### config.mk
export PLATFORM = sky130hd
export DESIGN_NAME = regfile_wb_arbiter
export DESIGN_NICKNAME = d
export VERILOG_FILES = /design/src/rtl/regfile_wb_arbiter.sv
export SDC_FILE = /design/constraint.sdc
export NUM_CORES = 1
export LEC_CHECK = 0
export BUFFER_PORTS_ARGS = -buffer_cell sky130_fd_sc_hd__buf_2
export CAP_MARGIN = 20
export CORE_ASPECT_RATIO = 2
export CORE_UTILIZATION = 35
export DETAILED_ROUTE_END_ITERATION = 12
export SLEW_MARGIN = 10
export SYNTH_ARGS = -nofsm -noshare
export SYNTH_HDL_FRONTEND = slang
export SYNTH_SLANG_ARGS = --single-unit
### constraint.sdc
create_clock -name clk -period 5.75 [get_ports clk]
set_input_delay 1.725 -clock clk [delete_from_list [all_inputs] [get_ports clk]]
set_output_delay 1.725 -clock clk [all_outputs]
set_load 0.03 [all_outputs]
### src/rtl/regfile_wb_arbiter.sv
`default_nettype none
// ============================================================================
// Module   : regfile_wb_arbiter
// Purpose  : Round-robin share of the register file write port among NREQ
//            writeback sources, with a RAW-hazard pending scoreboard.
// Revision : 1.0 - initial release
// ============================================================================
module regfile_wb_arbiter #(
  parameter int NREQ = 3,
  parameter int XLEN = 64,
  parameter int AW   = 5
) (
  input  logic                 clk,
  input  logic                 rst,
  input  logic                 hold,
  input  logic [NREQ-1:0]      req_valid,
  output logic [NREQ-1:0]      req_ready,
  input  logic [NREQ*AW-1:0]   req_addr,
  input  logic [NREQ*XLEN-1:0] req_data,
  input  logic                 issue_valid,
  input  logic [AW-1:0]        issue_addr,
  input  logic [AW-1:0]        rs1_addr,
  input  logic [AW-1:0]        rs2_addr,
  output logic                 rs1_busy,
  output logic                 rs2_busy,
  output logic [31:0]          pending,
  output logic                 rf_wen,
  output logic [AW-1:0]        rf_waddr,
  output logic [XLEN-1:0]      rf_wdata,
  output logic                 err
);

  localparam int c_PW = (NREQ > 1) ? $clog2(NREQ) : 1;

  logic [c_PW-1:0] r_rr_ptr;
  logic            r_wen;
  logic [AW-1:0]   r_waddr;
  logic [XLEN-1:0] r_wdata;
  logic [31:0]     r_pending;
  logic            r_err;

  logic [NREQ-1:0] w_grant;
  logic            w_xfer;
  logic [c_PW-1:0] w_gnt_idx;
  int              w_scan;
  logic [AW-1:0]   w_gnt_addr;
  logic [XLEN-1:0] w_gnt_data;
  logic [31:0]     w_pending_nxt;
  logic            w_err_issue;
  logic            w_err_write;

  // Scan from the round-robin pointer, wrapping, and take the first valid source.
  always_comb begin
    w_grant   = '0;
    w_xfer    = 1'b0;
    w_gnt_idx = '0;
    w_scan    = 0;
    for (int k = 0; k < NREQ; k++) begin
      w_scan = (int'(r_rr_ptr) + k) % NREQ;
      if (!w_xfer && req_valid[w_scan]) begin
        w_xfer    = 1'b1;
        w_gnt_idx = c_PW'(w_scan);
      end
    end
    if (hold || !rst) begin
      w_xfer = 1'b0;
    end
    if (w_xfer) begin
      w_grant[w_gnt_idx] = 1'b1;
    end
  end

  assign w_gnt_addr = req_addr[int'(w_gnt_idx)*AW +: AW];
  assign w_gnt_data = req_data[int'(w_gnt_idx)*XLEN +: XLEN];

  always_ff @(posedge clk or negedge rst) begin
    if (!rst) begin
      r_rr_ptr <= '0;
    end else if (w_xfer) begin
      r_rr_ptr <= (w_gnt_idx == c_PW'(NREQ - 1)) ? '0 : w_gnt_idx + c_PW'(1);
    end
  end

  // Writes to x0 are accepted but never reach the register file.
  always_ff @(posedge clk or negedge rst) begin
    if (!rst) begin
      r_wen   <= 1'b0;
      r_waddr <= '0;
      r_wdata <= '0;
    end else if (w_xfer && (w_gnt_addr != '0)) begin
      r_wen   <= 1'b1;
      r_waddr <= w_gnt_addr;
      r_wdata <= w_gnt_data;
    end else begin
      r_wen   <= 1'b0;
    end
  end

  // Clear first, then set, so a new producer wins a same-edge collision.
  always_comb begin
    w_pending_nxt = r_pending;
    if (r_wen) begin
      w_pending_nxt[r_waddr] = 1'b0;
    end
    if (issue_valid && (issue_addr != '0)) begin
      w_pending_nxt[issue_addr] = 1'b1;
    end
    w_pending_nxt[0] = 1'b0;
  end

  assign w_err_issue = issue_valid && (issue_addr != '0) && r_pending[issue_addr]
                       && !(r_wen && (r_waddr == issue_addr));
  assign w_err_write = r_wen && !r_pending[r_waddr];

  always_ff @(posedge clk or negedge rst) begin
    if (!rst) begin
      r_pending <= '0;
      r_err     <= 1'b0;
    end else begin
      r_pending <= w_pending_nxt;
      if (w_err_issue || w_err_write) begin
        r_err <= 1'b1;
      end
    end
  end

  assign req_ready = w_grant;
  assign rs1_busy  = rst && (rs1_addr != '0) && r_pending[rs1_addr];
  assign rs2_busy  = rst && (rs2_addr != '0) && r_pending[rs2_addr];
  assign pending   = r_pending;
  assign rf_wen    = r_wen;
  assign rf_waddr  = r_waddr;
  assign rf_wdata  = r_wdata;
  assign err       = r_err;

endmodule
`default_nettype wire

==> metrics.cfg, run 1 <==
[setup_path]
crit-reg2reg-launch=r_rr_ptr[1]$_DFFE_PN0P_
reg2reg_to=rf_wdata[31]$_DFFE_PN0P_
crit_type=primary input to output port
cp_max_fo=9
crit_path_end=rs2_busy
cp.buffers_inverters=2
critPathTopFamily=multiplexers
arrival_ns=3.42
cp.depth=6
r2r_setup_slack_ns=1.77
slowest_stage=mux4_2
endpoint_kind=output port
reg2regPathDepth=12
crit_path_start_kind=primary input
cp_cell_sequence=buf_2 -> mux4_2 -> mux4_2 -> nand2b_1 -> o211a_1 -> buf_2
critPathMaxStageDelay_ns=0.53
worstSetupStartpoint=rs2_addr[0]
worstPathRequired_ns=4.03

[synthesis]
synth_top_cell_area_share_pct=36.1
yosysTopAreaCell=dfrtp_1
async_flop_share_pct=100
postSynthAreaPerCell_um2=9.59
syn_inst=752
ys_seq_area_share_pct=36.1
ys_types=53
synth-seq-cells=104
syn_nets=985
synthFlopType=dfrtp_1
yosys_warnings=0
netlist_area_um2=7210
synth_common_cells=o21ai_0 (144), dfrtp_1 (104), nand2_1 (85), mux2i_1 (67), and2_1 (66)
yosys-top-cells-area=dfrtp_1 (36%), o21ai_0 (10%), mux4_2 (10%)
synth_edf_count=0
yosysMostFrequentCell=o21ai_0

[clock_network]
hold_buffers=0
cts_tree=yes
cts_buffers=9
cts-resized-gates=0
clock-sinks=104
path_clk_slew_ns=0.07
htreeDepth=3
cts_buffer_depth=2
post_cts.repair.setup_buffers=0
cts_root_buf=clkbuf_16
clk_latency_ns=0.35

[sta]
relSlewSlack_pct=52.4
worst_pin_slew_ns=0.715
finalSetupViolCount=0
rsz0062_at_grt=no
hold_viol=0
fin_crit_ns=5.15
period_share_pct=89.5
max_freq_ghz=0.194
final-max-slew-violation-count=0
fin_setup_tns_ns=0
skew_ns=0.0142

[hold_path]
hp-class=flop to flop

[placement]
dpl.hpwl_um=20400
gp_congestion=1.02
portBuffers=335

[global_route]
grt_max_degree=76
grtUsageTotal_pct=25.3
antenna_found_initial=0
grt_remaining_overflow=0
grt_pass1_wl_um=39300
grt_pass1_vias=7143

[final_layout]
nFillCells=1945
multi_input_area_um2=4310
final-seq-area_um2=2600
drive_gt1_share_pct=38.9
syn2layout_area_growth_pct=29.9
nNetsFinal=1278
n_antenna_cell=0

[power_and_ir_drop]
power_frac_comb_pct=63.8
p_int_uw=2860
total_power_uw=5930
p_switching_uw=3060
seqPwrFrac_pct=25.6
netSwitchingFraction_pct=51.7
ir_drop_mv=0.320
p_per_area_nw_per_um2=633
clock_power_share_pct=10.6
p_leak_uw=0.00444

[detailed_routing]
first_pass_iters=5
drc=0
drt-initial-drc-count=257
totalWireLength_um=26500
vias=7211
wl_per_cell_um=20.2
ant_nets=0
vias_per_cell=5.50

[floorplan]
ios=337
core_region_area_um2=20000
die_area_um2=21200
start_util_pct=36.0
die_h_um=205
row_count=73
die_x_um=103

[outcome]
status=complete, no violations

[flow_run]
maxCapViolations=0

[through the flow]
stage	hold slack, ns	cells	worst slack, ns	area (um2)	utilization (%)
2_1_floorplan	0.500	752	0.103	7210	-
3_3_place_gp	0.508	1296	0.611	9060	45.3
3_5_place_dp	0.508	1296	0.601	9060	45.3
4_1_cts	0.528	1312	0.604	9370	46.8
5_1_grt	0.545	1312	0.498	9370	46.8
6_report	0.527	1312	0.604	9370	46.8
[worst min path at each step]
stage / start / end / slack, ns / cells after the start
after floorplan: r_rr_ptr[1]$_DFFE_PN0P_ / r_rr_ptr[1]$_DFFE_PN0P_ / 0.50 / 2
after global placement: rf_wdata[49]$_DFFE_PN0P_ / rf_wdata[49]$_DFFE_PN0P_ / 0.51 / 1
after detailed placement: rf_wdata[40]$_DFFE_PN0P_ / rf_wdata[40]$_DFFE_PN0P_ / 0.51 / 1
after CTS: rf_wdata[31]$_DFFE_PN0P_ / rf_wdata[31]$_DFFE_PN0P_ / 0.53 / 1
after global routing: rf_wdata[46]$_DFFE_PN0P_ / rf_wdata[46]$_DFFE_PN0P_ / 0.54 / 1
final: rf_wdata[40]$_DFFE_PN0P_ / rf_wdata[40]$_DFFE_PN0P_ / 0.53 / 1
[final cells by class]
type	instances	share of cell area, %
multi-input cells	568	46.0
clock buffers	9	2.40
clock inverters	7	0.842
flip-flops and latches	104	27.8
repair buffers	346	18.8
well taps	262	3.50
inverters	16	0.641
[layout by cell type (no fill, tap or decap), types with 7 or more instances in the layout]
cell type,n
nand3b_1,7
a221o_1,64
and2_1,65
mux2i_1,67
nand2b_1,9
buf_4,12
nor2_1,9
o21ai_0,144
a21oi_1,8
nand3_1,17
dfrtp_1,104
nand2_1,83
inv_1,15
buf_2,334
clkbuf_16,9
mux4_2,32
[power groups by stage]
| stage | clock, uW | combinational [uW] | sequential, uW |
|---|---|---|---|
| 6_report | 631 | 3780 | 1510 |
| 5_1_grt | 668 | 4110 | 1570 |
| 4_1_cts | 647 | 3810 | 1490 |
| 3_5_place_dp | 0 | 3820 | 1490 |
| 3_3_place_gp | 0 | 3790 | 1490 |
| 2_1_floorplan | 0 | 2210 | 1960 |
[cell families after synthesis]
group,count (synthesis),synth area share [%]
flip-flops,104,36.1
adder cells (fa/ha/maj),4,0.694
XOR/XNOR,5,0.607
AND/OR/NAND/NOR,208,14.9
AO/OA/AOI/OAI,247,22.9
other,1,0.0520
buffers and inverters,80,4.70
multiplexers,103,20.0
[state kept, by name (all words and copies together), names as in the netlist]
signal    flops
r_rr_ptr      2
pending      31
rf_waddr      5
rf_wdata     64
rf_wen        1
err           1
[per-layer routing]
layer	track usage (%)	part of all wire [%]	vias up
met5	0	0	-
met4	14.8	5.9	0
met3	4.40	5.8	89
met2	45.6	53	366
met1	26.7	35	3355
li1	-	-	3401
(Power assumes the default switching activity.)
==> run 2, diff against run 1 <==
- PLACE_DENSITY: unset -> 0.59
- REMOVE_ABC_BUFFERS: unset -> 1
==> metrics.cfg, run 2 (synthesis results as in run 1) <==
[sta]
fin_setup_tns_ns=0
rsz0062_at_grt=no
finalSetupViolCount=0
relSlewSlack_pct=30.8
period_share_pct=92.0
max_freq_ghz=0.189
worst_slack_ns=0.458
hold_viol=0
worst_pin_slew_ns=1.04
final-max-slew-violation-count=0
skew_ns=0.00623
fin_crit_ns=5.29

[placement]
portBuffers=335
gp_congestion=0.968
preCtsSetupSlack_ns=0.610
dpl.hpwl_um=20800

[setup_path]
endpoint_kind=output port
crit_path_start_kind=primary input
arrival_ns=3.57
cp_max_fo=9
worstPathRequired_ns=4.03
crit_type=primary input to output port

[final_layout]
n_antenna_cell=0
fin_util_pct=46.8
mostFrequentLayoutCells=buf_2 (334), o21ai_0 (144), dfrtp_1 (104), nand2_1 (83), mux2i_1 (67)
syn2layout_area_growth_pct=29.8
drive_gt1_share_pct=38.8
largest_register_ffs=64
final_common_cell=buf_2
nNetsFinal=1278

[global_route]
grtUsageTotal_pct=25.8
grtUsageMet3_pct=4.67
grt_pass1_wl_um=40000
grt_remaining_overflow=0
use_met1_pct=27.3
grtUsageMet2_pct=46.0
antenna_found_initial=1
grt_max_degree=92
grt_pass1_vias=7124
grt_busiest_layer=met2

[clock_network]
hold_buffers=0
cts-resized-gates=0
cts_root_buf=clkbuf_16
cts_buffer_depth=2
post_cts.repair.setup_buffers=0
clock-sinks=104
cts_tree=yes
htreeDepth=3
clk_latency_ns=0.35
cts_buffers=9
path_clk_slew_ns=0.06

[flow_run]
maxCapViolations=0

[power_and_ir_drop]
p_leak_uw=0.00444
ir_drop_mv=0.365
p_per_area_nw_per_um2=632
total_power_uw=5910

[detailed_routing]
totalWireLength_um=27000
drc=0
wl_per_cell_um=20.6
vias=7234
vias_per_cell=5.52
drt-initial-drc-count=317
first_pass_iters=5
ant_nets=0

[floorplan]
core_region_area_um2=20000
ios=337
die_area_um2=21200
row_count=73
die_x_um=103
start_util_pct=36.0
die_h_um=205

[outcome]
status=complete, no violations

[hold_path]
hp-class=flop to flop

-- run 2: stage by stage --
step           hold WS, ns  instance area [um2]  std cells
3_3_place_gp         0.460                 9060       1296
6_report             0.478                 9360       1311
4_1_cts              0.480                 9360       1311
2_1_floorplan        0.500                 6930        688
5_1_grt              0.531                 9360       1311
3_5_place_dp         0.465                 9060       1296
-- run 2: worst paths after layout --
| path | startpoint | to | slack, ns | cells after the start |
|---|---|---|---|---|
| max in group asynchronous | rst | rf_wdata[24]$_DFFE_PN0P_ | 3.46 | 2 |
| hold reg to reg | err$_DFFE_PN0P_ | err$_DFFE_PN0P_ | 0.48 | 1 |
| setup / recovery | rs1_addr[1] | rs1_busy | 0.46 | 7 |
| setup reg to reg | r_rr_ptr[1]$_DFFE_PN0P_ | rf_wdata[36]$_DFFE_PN0P_ | 1.92 | 10 |
| min in group asynchronous | rst | pending[17]$_DFF_PN0_ | 1.24 | 1 |
| hold / removal | err$_DFFE_PN0P_ | err$_DFFE_PN0P_ | 0.48 | 1 |
-- run 2: where the power goes --
group	internal, uW	switching (uW)
Sequential	1070	435
Clock	347	276
Combinational	1460	2320
Total	2880	3030
-- run 2: cell type report --
| type | instances | area (um2) |
|---|---|---|
| clock buffers | 10 | 239 |
| clock inverters | 5 | 56.3 |
| fillers | 1933 | 10600 |
| inverters | 16 | 60.1 |
| multi-input cells | 568 | 4310 |
| flip-flops and latches | 104 | 2600 |
| well taps | 262 | 328 |
| repair buffers | 346 | 1760 |
-- run 2: worst max-delay path, stage by stage --
cell	delay, ns
buf_2	0.21
mux2_2	0.36
nand2_1	0.06
o21ai_0	0.26
mux4_2	0.53
o221a_2	0.25
buf_2	0.17
-- run 2: layer usage --
layer	vias to the layer above	routed length [um]
met5	-	9
met4	2	1410
met3	77	1720
met2	369	14500
met1	3385	9320
li1	3401	-
